File: config.mk
export PLATFORM = sky130hd
export DESIGN_NAME = psum_add_sched
export DESIGN_NICKNAME = d
export VERILOG_FILES = /design/src/rtl/psum_add_sched.sv
export SDC_FILE = /design/constraint.sdc
export NUM_CORES = 1
export LEC_CHECK = 0
export CORE_ASPECT_RATIO = 1.25
export CORE_MARGIN = 1.5
export CORE_UTILIZATION = 30
export DETAILED_ROUTE_END_ITERATION = 10
export PLACE_DENSITY = 0.72
export SLEW_MARGIN = 10
export SYNTH_ARGS = -nofsm -noshare
export SYNTH_HDL_FRONTEND = slang
export SYNTH_SLANG_ARGS = --single-unit
File: constraint.sdc
create_clock -name clk -period 18.4 [get_ports clk]
set_input_delay 1.84 -clock clk [delete_from_list [all_inputs] [get_ports clk]]
set_output_delay 1.84 -clock clk [all_outputs]
set_load 0.1 [all_outputs]
File: src/rtl/psum_add_sched.sv
// Round-robin scheduler sharing one ripple-carry adder among NREQ partial-sum ports,
// with per-requester carry chaining, a lock for multi-word sequences and one response slot.
module psum_add_sched #(
    parameter int WIDTH = 16,
    parameter int NREQ  = 4,
    localparam int IDW  = $clog2(NREQ)
) (
    input  logic                  clk,
    input  logic                  rst_n,
    input  logic [NREQ-1:0]       req_valid,
    output logic [NREQ-1:0]       req_ready,
    input  logic [NREQ*WIDTH-1:0] req_op1,
    input  logic [NREQ*WIDTH-1:0] req_op2,
    input  logic [NREQ-1:0]       req_chain,
    input  logic [NREQ-1:0]       req_lock,
    output logic                  rsp_valid,
    input  logic                  rsp_ready,
    output logic [IDW-1:0]        rsp_id,
    output logic [WIDTH-1:0]      rsp_sum,
    output logic                  rsp_cout
);

    typedef enum logic {UNLOCKED, LOCKED} state_t;

    state_t             state_q, state_d;
    logic [IDW-1:0]     owner_q, owner_d;
    logic [IDW-1:0]     ptr_q, ptr_d;
    logic [NREQ-1:0]    cy_q, cy_d;
    logic               rsp_valid_q, rsp_valid_d;
    logic [IDW-1:0]     rsp_id_q, rsp_id_d;
    logic [WIDTH-1:0]   rsp_sum_q, rsp_sum_d;
    logic               rsp_cout_q, rsp_cout_d;

    logic               free;
    logic [NREQ-1:0]    gnt_oh;
    logic [IDW-1:0]     gnt_idx;
    logic               found;
    int                 idx;
    logic               xfer;
    logic [WIDTH-1:0]   op_a, op_b;
    logic               cin;
    logic [WIDTH:0]     add_res;
    logic [IDW-1:0]     ptr_next;

    function automatic logic [WIDTH:0] ripple_add(input logic [WIDTH-1:0] x,
                                                  input logic [WIDTH-1:0] y,
                                                  input logic             ci);
        logic             c;
        logic [WIDTH-1:0] s;
        c = ci;
        s = '0;
        for (int i = 0; i < WIDTH; i++) begin
            s[i] = x[i] ^ y[i] ^ c;
            c    = (x[i] & y[i]) | (c & (x[i] ^ y[i]));
        end
        return {c, s};
    endfunction

    assign free = !rsp_valid_q || rsp_ready;

    // Locked: only the owner is eligible; otherwise search from ptr with wrap.
    always_comb begin
        gnt_oh  = '0;
        gnt_idx = '0;
        found   = 1'b0;
        idx     = 0;
        if (state_q == LOCKED) begin
            if (free && req_valid[owner_q]) begin
                gnt_oh[owner_q] = 1'b1;
                gnt_idx         = owner_q;
            end
        end else if (free) begin
            for (int k = 0; k < NREQ; k++) begin
                idx = (int'(ptr_q) + k) % NREQ;
                if (!found && req_valid[idx]) begin
                    found       = 1'b1;
                    gnt_oh[idx] = 1'b1;
                    gnt_idx     = IDW'(idx);
                end
            end
        end
    end

    assign req_ready = rst_n ? gnt_oh : '0;
    assign xfer      = |gnt_oh;

    assign op_a     = req_op1[gnt_idx*WIDTH +: WIDTH];
    assign op_b     = req_op2[gnt_idx*WIDTH +: WIDTH];
    assign cin      = req_chain[gnt_idx] & cy_q[gnt_idx];
    assign add_res  = ripple_add(op_a, op_b, cin);
    assign ptr_next = (gnt_idx == IDW'(NREQ-1)) ? '0 : gnt_idx + 1'b1;

    // While locked the owner is the only grantee, so ptr = owner+1 on exit falls out naturally.
    always_comb begin
        state_d     = state_q;
        owner_d     = owner_q;
        ptr_d       = ptr_q;
        cy_d        = cy_q;
        rsp_valid_d = rsp_valid_q;
        rsp_id_d    = rsp_id_q;
        rsp_sum_d   = rsp_sum_q;
        rsp_cout_d  = rsp_cout_q;
        if (xfer) begin
            ptr_d         = ptr_next;
            cy_d[gnt_idx] = add_res[WIDTH];
            rsp_valid_d   = 1'b1;
            rsp_id_d      = gnt_idx;
            rsp_sum_d     = add_res[WIDTH-1:0];
            rsp_cout_d    = add_res[WIDTH];
            state_d       = req_lock[gnt_idx] ? LOCKED : UNLOCKED;
            owner_d       = gnt_idx;
        end else if (rsp_valid_q && rsp_ready) begin
            rsp_valid_d = 1'b0;
        end
    end

    always_ff @(posedge clk or negedge rst_n) begin
        if (!rst_n) begin
            state_q     <= UNLOCKED;
            owner_q     <= '0;
            ptr_q       <= '0;
            cy_q        <= '0;
            rsp_valid_q <= 1'b0;
            rsp_id_q    <= '0;
            rsp_sum_q   <= '0;
            rsp_cout_q  <= 1'b0;
        end else begin
            state_q     <= state_d;
            owner_q     <= owner_d;
            ptr_q       <= ptr_d;
            cy_q        <= cy_d;
            rsp_valid_q <= rsp_valid_d;
            rsp_id_q    <= rsp_id_d;
            rsp_sum_q   <= rsp_sum_d;
            rsp_cout_q  <= rsp_cout_d;
        end
    end

    assign rsp_valid = rsp_valid_q;
    assign rsp_id    = rsp_id_q;
    assign rsp_sum   = rsp_sum_q;
    assign rsp_cout  = rsp_cout_q;

endmodule

==> results of run 1 <==
==> cell families (layout without fill, tap and decap cells) <==
group / Yosys count / in the layout
buffers and inverters: 30 / 184
DFF: 27 / 27
muxes: 111 / 111
adders and majority gates: 28 / 28
AOI/OAI and AO/OA: 43 / 43
and+or+nand+nor: 61 / 61
==> sequential cells by signal, summed over array words and instances (netlist names) <==
signal / flops
cy_q: 4
rsp_valid: 1
rsp_cout: 1
state_q: 1
rsp_sum: 16
owner_q: 2
ptr_q: 2
==> worst max path at each step <==
stage,cells past startpoint,slack [ns],to
detailed placement,29,6.61,rsp_sum[15]
CTS,29,6.87,rsp_sum[15]
global route,29,6.42,rsp_sum[15]
floorplan,28,8.18,rsp_sum[15]
global placement,29,6.83,rsp_sum[15]
finish,29,6.91,rsp_sum[15]
==> cells in the mapped netlist (3+ instances only) <==
library cell	number
nor2_1	20
ha_1	12
nor3_1	5
mux2_1	29
inv_1	12
buf_6	4
nand2_1	15
dfrtp_1	27
a21oi_2	10
buf_2	9
fa_1	16
a221oi_2	3
a21oi_1	12
a221o_1	3
nor2b_1	7
mux2_2	6
nor3b_1	3
mux2i_1	73
==> power by group <==
part	internal, mW	total (mW)	switching (mW)
Sequential	0.0973	0.125	0.0280
Combinational	0.319	0.828	0.510
Clock	0.0294	0.0516	0.0221
Total	0.445	1.01	0.560
==> layout by cell type (no fill, tap or decap), types with 2 or more instances in the layout <==
cell type / count
a211oi_1: 2
a21oi_1: 12
a21oi_2: 10
a221o_1: 3
a221oi_1: 2
a221oi_2: 3
and3_1: 2
clkbuf_16: 3
clkdlybuf4s50_1: 165
dfrtp_1: 27
fa_1: 16
ha_1: 12
inv_1: 12
mux2_1: 29
mux2_2: 6
mux2i_1: 73
mux4_2: 2
nand2_1: 14
nand2b_1: 2
nand3_1: 2
nor2_1: 20
nor2b_1: 7
nor3_1: 5
nor3b_1: 3
o211ai_1: 2
==> metal layers <==
| metal | up-vias | wire [um] | GRT usage |
|---|---|---|---|
| met2 | 132 | 5340 | 0.340 |
| met3 | 16 | 688 | 0.0284 |
| met5 | - | 0 | 0 |
| li1 | 1391 | - | - |
| met1 | 1368 | 3660 | 0.198 |
| met4 | 0 | 223 | 0.0457 |
==> metrics by stage <==
step | area, sq um | power, mW
after global routing | 4960 | 1.09
after global placement | 4880 | 0.958
after CTS | 4960 | 1.02
after floorplan | 3160 | 0.789
final | 4960 | 1.01
after detailed placement | 4880 | 0.969
==> final cells by class <==
type                       count  area (sq um)  share of cell area
clock buffer                   3          75.1              0.0151
multi-input combinational    243          2330               0.470
sequential                    27           676               0.136
timing repair buffer         167          1660               0.335
clock inverter                 1          5.00             0.00101
tap                          129           161              0.0325
inverter                      13          48.8             0.00984
==> results_dict.tcl, run 1 <==
set metrics [dict create \
    run_status "complete, no violations" \
    maxCapViolCount 0 \
    end_kind "register" \
    fillers 944 \
    synth-seq-cells 27 \
    maxSlewHeadroom 0.317 \
    synth_area_per_cell_sq_um 10.5 \
    worstRegToRegCells 30 \
    path_max_fanout 45 \
    synth_top_family_by_area "multiplexers" \
    fmax_mhz 87.1 \
    hold_violations 0 \
    ios 167 \
    grt_first_pass_wirelength_mm 15.5 \
    die_x_um 94.8 \
    avgViaCountPerCell 4.99 \
    crit_top_cell "fa_1" \
    fp.dieH_um 118 \
    vias 2907 \
    grt_pass1_vias 3007 \
    synth_edf_count 0 \
    overflow 0 \
    power_density_nw_per_um2 203 \
    hold_end "rsp_sum[5]" \
    worstMarginPinSlew_ns 1.02 \
    min_path_type "register to register" \
    row_count 41 \
    setup_viol 0 \
    cts.clk_slew.worst_paths_ns 0.07 \
    synth_top_area_cell "mux2i_1" \
    cts_tree "done" \
    leakage_nw 1.92 \
    grt_max_degree 46 \
    clk_latency_ns 0.27 \
    timing.rr.end "rsp_sum[15]" \
    synthFlopType "dfrtp_1" \
    skew_ns 0.00626 \
    yosysUniqueCellTypes 43 \
    die_area_sq_um 11200 \
    hpwl_mm 8.34 \
    clockBufferDepth 2 \
    synthSimpleGateAreaFrac 0.0982 \
    wl_per_cell_um 17.0 \
    cts-resized-gates 0 \
    cpLargestDelayFamily "adder cells" \
    synthArstFlopShare 1.00 \
    fin_ws_ns 6.91 \
    critPathRequiredTime_ns 18.55 \
    timing.rr.start "ptr_q[0]" \
    ir_worst_vdd_uv 75.9 \
    gp_congestion 0.853 \
    cts_root_buf "clkbuf_16" \
    post-route-period-util 0.624 \
    rsz0062_at_grt "false" \
    worstSetupStartpointType "input pin" \
    drcViolationCount 0 \
    path_class "input pin to register" \
    numClockSinks 27 \
    ant_nets 0 \
    finalCriticalPeriod_ns 11.49 \
    portBuffers 166 \
    wl_mm 9.91 \
    core-area_sq_um 10200 \
    ys_top_cells_by_area "mux2i_1 (23%), dfrtp_1 (21%), mux2_1 (10%)" \
    whs_path_depth 1 \
    ys_warn_count 0 \
    place_inst 579 \
    grt.total_usage 0.178 \
    whs_ns 0.489 \
    drt-initial-drc-count 84 \
    post-route-util 0.488 \
    yosysTopAreaCellShare 0.231 \
    cts_buffers 3 \
    cts_htree_levels 1 \
    synth_compound_area_frac 0.113 \
    final_cells 583 \
    drt_first_pass_iters 4 \
    synth-xor-area-share 0 \
    slowest_stage "buf_4" \
    slew_viol_final 0 \
    setup_tns_ns 0 \
    max_stage_delay_ns 0.66 \
    start_util 0.311 \
    fin_nets 626 \
    startpoint "req_valid[1]" \
    synth_area_sq_um 3160 \
    ys_seq_area_frac 0.214 \
    synth.area.mux_share 0.375 \
    dp_slack_ns 6.61 \
    drive_gt1_frac 0.0705 \
    antennaDiodeCount 0 \
    area_growth_pct 57.0 \
    syn-num-nets 471 \
    yosys.area_share.adder 0.149 \
    worst-path-buf-inv 5 \
    postCtsSetupBuffers 0 \
    reg2reg_slack_ns 7.91 \
    antenna_found_initial 0 \
    critPathArrivalTime_ns 11.63 \
    netlist_instances 300 \
    hold_buffers 0 \
    min_from "rsp_sum[5]" \
]
Note: power is estimated with default switching activity, not from simulation.
==> inputs of run 2 (changes only) <==
==> constraint.sdc (replaced) <==
create_clock -name clk -period 11.63 [get_ports clk]
set_input_delay 1.163 -clock clk [delete_from_list [all_inputs] [get_ports clk]]
set_output_delay 1.163 -clock clk [all_outputs]
set_load 0.1 [all_outputs]
==> results_dict.tcl, run 2 (synthesis results as in run 1) <==
set metrics [dict create \
    fin_nets 627 \
    grt_first_pass_wirelength_mm 15.0 \
    grt.total_usage 0.173 \
    die_area_sq_um 11200 \
    finalCriticalPeriod_ns 10.14 \
    setup_viol 0 \
    end_kind "register" \
    ir_worst_vdd_uv 129 \
    cts.clk_slew.worst_paths_ns 0.07 \
    grt_pass1_vias 3044 \
    hold_violations 0 \
    worstMarginPinSlew_ns 1.05 \
    drive_gt1_frac 0.0703 \
    cts_htree_levels 1 \
    drt_first_pass_iters 4 \
    overflow 0 \
    run_status "complete, no violations" \
    final_cell_mix "clkdlybuf4s50_1 (165), mux2i_1 (73), mux2_1 (29)" \
    crit_top_cell "fa_1" \
    critPathArrivalTime_ns 10.29 \
    report.power.total_mw 1.59 \
    ant_nets 0 \
    worstSetupStartpointType "input pin" \
    postCtsSetupBuffers 0 \
    die_x_um 94.8 \
    place_area_sq_um 4890 \
    antenna_found_initial 1 \
    fp.dieH_um 118 \
    ios 167 \
    wl_per_cell_um 16.6 \
    worst-path-buf-inv 4 \
    critPathRequiredTime_ns 11.78 \
    cts_tree "done" \
    leakage_nw 1.92 \
    grt_max_degree 46 \
    maxCapViolCount 0 \
    gp_congestion 0.877 \
    drt-initial-drc-count 72 \
    start_util 0.311 \
    largest_reg_flops 16 \
    path_class "input pin to register" \
    power_density_nw_per_um2 320 \
    setup_tns_ns 0 \
    final_common_cell "clkdlybuf4s50_1" \
    skew_ns 0.00449 \
    maxSlewHeadroom 0.299 \
    rsz0062_at_grt "false" \
    core-area_sq_um 10200 \
    slowest_stage "clkdlybuf4s50_1" \
    post-route-period-util 0.872 \
    final_area_sq_um 4970 \
    cts_root_buf "clkbuf_16" \
    max_stage_delay_ns 0.62 \
    final_cells 585 \
    hpwl_mm 8.22 \
    fmax_mhz 98.6 \
    area_growth_pct 57.2 \
    cts_buffers 3 \
    cts-resized-gates 0 \
    numClockSinks 27 \
    slew_viol_final 0 \
    min_path_type "register to register" \
    row_count 41 \
    clockBufferDepth 2 \
    place_inst 580 \
    wl_mm 9.70 \
    drcViolationCount 0 \
    portBuffers 166 \
    hold_buffers 0 \
    cpLargestDelayFamily "adder cells" \
    clk_latency_ns 0.27 \
    path_max_fanout 32 \
    avgViaCountPerCell 4.83 \
    vias 2827 \
]
-- run 2: cell types whose count changed in the layout (fill, tap and decap cells not counted), sizes merged --
cell	delta
clkbuf	+1
clkinv	-1
buf	+1
diode	+1
-- run 2: path summary, 6_finish.rpt --
kind	from	end	slack [ns]	depth (start not counted)
max in group asynchronous	rst_n	ptr_q[1]	10.23	1
max	req_valid[1]	rsp_sum[15]	1.49	28
min reg2reg	rsp_sum[5]	rsp_sum[5]	0.49	1
min in group asynchronous	rst_n	rsp_sum[0]	0.95	1
max reg2reg	ptr_q[0]	rsp_sum[15]	1.80	29
min	rsp_sum[5]	rsp_sum[5]	0.49	1
-- run 2: layout make-up --
cell class / instances / area, sq um
Inverter: 13 / 48.8
Timing Repair Buffer: 168 / 1670
Clock buffer: 4 / 78.8
Tap cell: 129 / 161
Antenna cell: 1 / 2.50
Sequential cell: 27 / 676
Multi-Input combinational cell: 243 / 2330
Fill cell: 935 / 5190
-- run 2: stage by stage --
step / utilization / worst slack, ns / hold WS (ns)
after floorplan: - / 2.09 / 0.465
after global placement: 0.481 / 1.35 / 0.475
after detailed placement: 0.481 / 1.21 / 0.475
after CTS: 0.489 / 1.48 / 0.491
after global routing: 0.489 / 1.05 / 0.508
final: 0.489 / 1.49 / 0.485
-- run 2: routing by layer --
metal	wire [um]	up-vias	GRT usage	part of all wire
li1	-	1400	-	-
met1	3610	1302	0.184	0.37
met2	5290	114	0.340	0.55
met3	614	11	0.0310	0.063
met4	183	0	0.0373	0.019
met5	0	-	0	0
-- run 2: report_power, final --
group | switching (mW) | internal (mW)
clock | 0.0339 | 0.0471
combinational | 0.809 | 0.509
sequential | 0.0388 | 0.154
total | 0.882 | 0.710
==> inputs of run 3 (changes only) <==
--- a/config.mk
+++ b/config.mk
@@ -10,7 +10,9 @@
 export CORE_UTILIZATION = 30
 export DETAILED_ROUTE_END_ITERATION = 10
 export PLACE_DENSITY = 0.72
+export REMOVE_ABC_BUFFERS = 1
 export SLEW_MARGIN = 10
 export SYNTH_ARGS = -nofsm -noshare
 export SYNTH_HDL_FRONTEND = slang
 export SYNTH_SLANG_ARGS = --single-unit
+export TNS_END_PERCENT = 5
==> constraint.sdc (replaced) <==
create_clock -name clk -period 11.4 [get_ports clk]
set_input_delay 1.14 -clock clk [delete_from_list [all_inputs] [get_ports clk]]
set_output_delay 1.14 -clock clk [all_outputs]
set_load 0.1 [all_outputs]
==> results_dict.tcl, run 3 (synthesis results as in run 1) <==
set metrics [dict create \
    run_status "complete, no violations" \
    ios 167 \
    core-area_sq_um 10200 \
    rsz0062_at_grt "false" \
    cts-resized-gates 0 \
    area_growth_pct 57.8 \
    cts_root_buf "clkbuf_16" \
    hpwl_mm 7.33 \
    critPathRequiredTime_ns 11.55 \
    gp_congestion 0.864 \
    worstMarginPinSlew_ns 1.03 \
    hold_buffers 0 \
    power_density_nw_per_um2 319 \
    leakage_nw 1.93 \
    grt_pass1_vias 3115 \
    place_area_sq_um 4910 \
    die_x_um 94.8 \
    final_cell_mix "clkdlybuf4s50_1 (166), mux2i_1 (73), mux2_1 (29)" \
    cts_buffers 3 \
    overflow 0 \
    die_area_sq_um 11200 \
    report.power.total_mw 1.59 \
    avgViaCountPerCell 4.89 \
    portBuffers 166 \
    row_count 41 \
    cts_tree "done" \
    maxSlewHeadroom 0.313 \
    fillers 964 \
    setup_viol 0 \
    slew_viol_final 0 \
    ant_nets 0 \
    vias 2863 \
    antennaDiodeCount 0 \
    drt-initial-drc-count 86 \
    fin_nets 629 \
    drcViolationCount 0 \
    grt.total_usage 0.159 \
    post-route-util 0.491 \
    hold_violations 0 \
    numClockSinks 27 \
    grt_first_pass_wirelength_mm 14.0 \
    final_area_sq_um 4990 \
    clk_latency_ns 0.26 \
    clockBufferDepth 2 \
    finalCriticalPeriod_ns 10.09 \
    seqCellArea_sq_um 676 \
    wl_per_cell_um 14.8 \
    wl_mm 8.68 \
    skew_ns 0.00322 \
    path_class "input pin to register" \
    largest_reg_flops 16 \
    worstSetupStartpointType "input pin" \
    critPathArrivalTime_ns 10.24 \
    post-route-period-util 0.885 \
    end_kind "register" \
    antenna_found_initial 0 \
    drt_first_pass_iters 4 \
    cts_htree_levels 1 \
    grt_max_degree 46 \
    drive_gt1_frac 0.0722 \
    postCtsSetupBuffers 0 \
    setup_tns_ns 0 \
    maxCapViolCount 0 \
    min_path_type "register to register" \
    whs_ns 0.496 \
    fp.dieH_um 118 \
    path_max_fanout 17 \
    start_util 0.311 \
    cts.clk_slew.worst_paths_ns 0.07 \
    final_common_cell "clkdlybuf4s50_1" \
    multi_input_area_sq_um 2330 \
    fmax_mhz 99.1 \
    ir_worst_vdd_uv 137 \
]
## run 3: changes by cell type in the layout (fill, tap and decap cells not counted), sizes merged
cell,before,now
diode,1,0
buf,3,4
clkdlybuf4s50,165,166
## run 3: worst max-delay path: stages
cell and delay [ns]:
clkdlybuf4s50_1 0.55, nor3b_1 0.49, a32oi_1 0.21, nand2_1 0.12
nor3_1 0.08, o32ai_4 0.44, inv_2 0.26, mux2_1 0.40
fa_1 0.44, fa_1 0.38, fa_1 0.39, fa_1 0.40
fa_1 0.36, inv_1 0.07, fa_1 0.16, inv_1 0.06
fa_1 0.41, fa_1 0.40, fa_1 0.38, fa_1 0.39
fa_1 0.38, fa_1 0.39, fa_1 0.38, fa_1 0.39
fa_1 0.37, inv_1 0.08, fa_1 0.40, mux2_1 0.29
## run 3: metal layers
layer  wire (um)  part of all wire  vias up  GRT usage
met1        2920              0.34     1319      0.159
met2        4750              0.55      118      0.300
met3         626             0.072       28     0.0349
met5           0                 0        -          0
li1            -                 -     1398          -
met4         380             0.044        0     0.0756
## run 3: layout make-up
| class | instances | share of cell area |
|---|---|---|
| inverters | 13 | 0.00978 |
| repair buffers | 170 | 0.339 |
| clock buffers | 4 | 0.0158 |
| multi-input cells | 243 | 0.467 |
| flip-flops and latches | 27 | 0.135 |
| well taps | 129 | 0.0324 |
## run 3: stage by stage
step / worst slack [ns] / std cells
after floorplan: 0.418 / 283
after global placement: 1.17 / 582
after detailed placement: 0.970 / 582
after CTS: 1.24 / 586
after global routing: 0.848 / 586
final: 1.31 / 586
## run 3: worst paths after layout
path                               from           to  slack [ns]  cells after the start
setup reg to reg               ptr_q[0]  rsp_sum[15]        1.59                     28
hold / removal                  cy_q[0]      cy_q[0]        0.50                      1
setup / recovery           req_valid[1]  rsp_sum[15]        1.31                     28
max in group asynchronous         rst_n      cy_q[1]        9.86                      2
min in group asynchronous         rst_n   rsp_sum[3]        1.26                      2
hold reg to reg                 cy_q[0]      cy_q[0]        0.50                      1
## run 3: where the power goes
| part | internal [mW] | switching, mW | leakage [nW] |
|---|---|---|---|
| Clock | 0.0479 | 0.0327 | 0.0382 |
| Combinational | 0.514 | 0.799 | 1.58 |
| Sequential | 0.157 | 0.0386 | 0.309 |
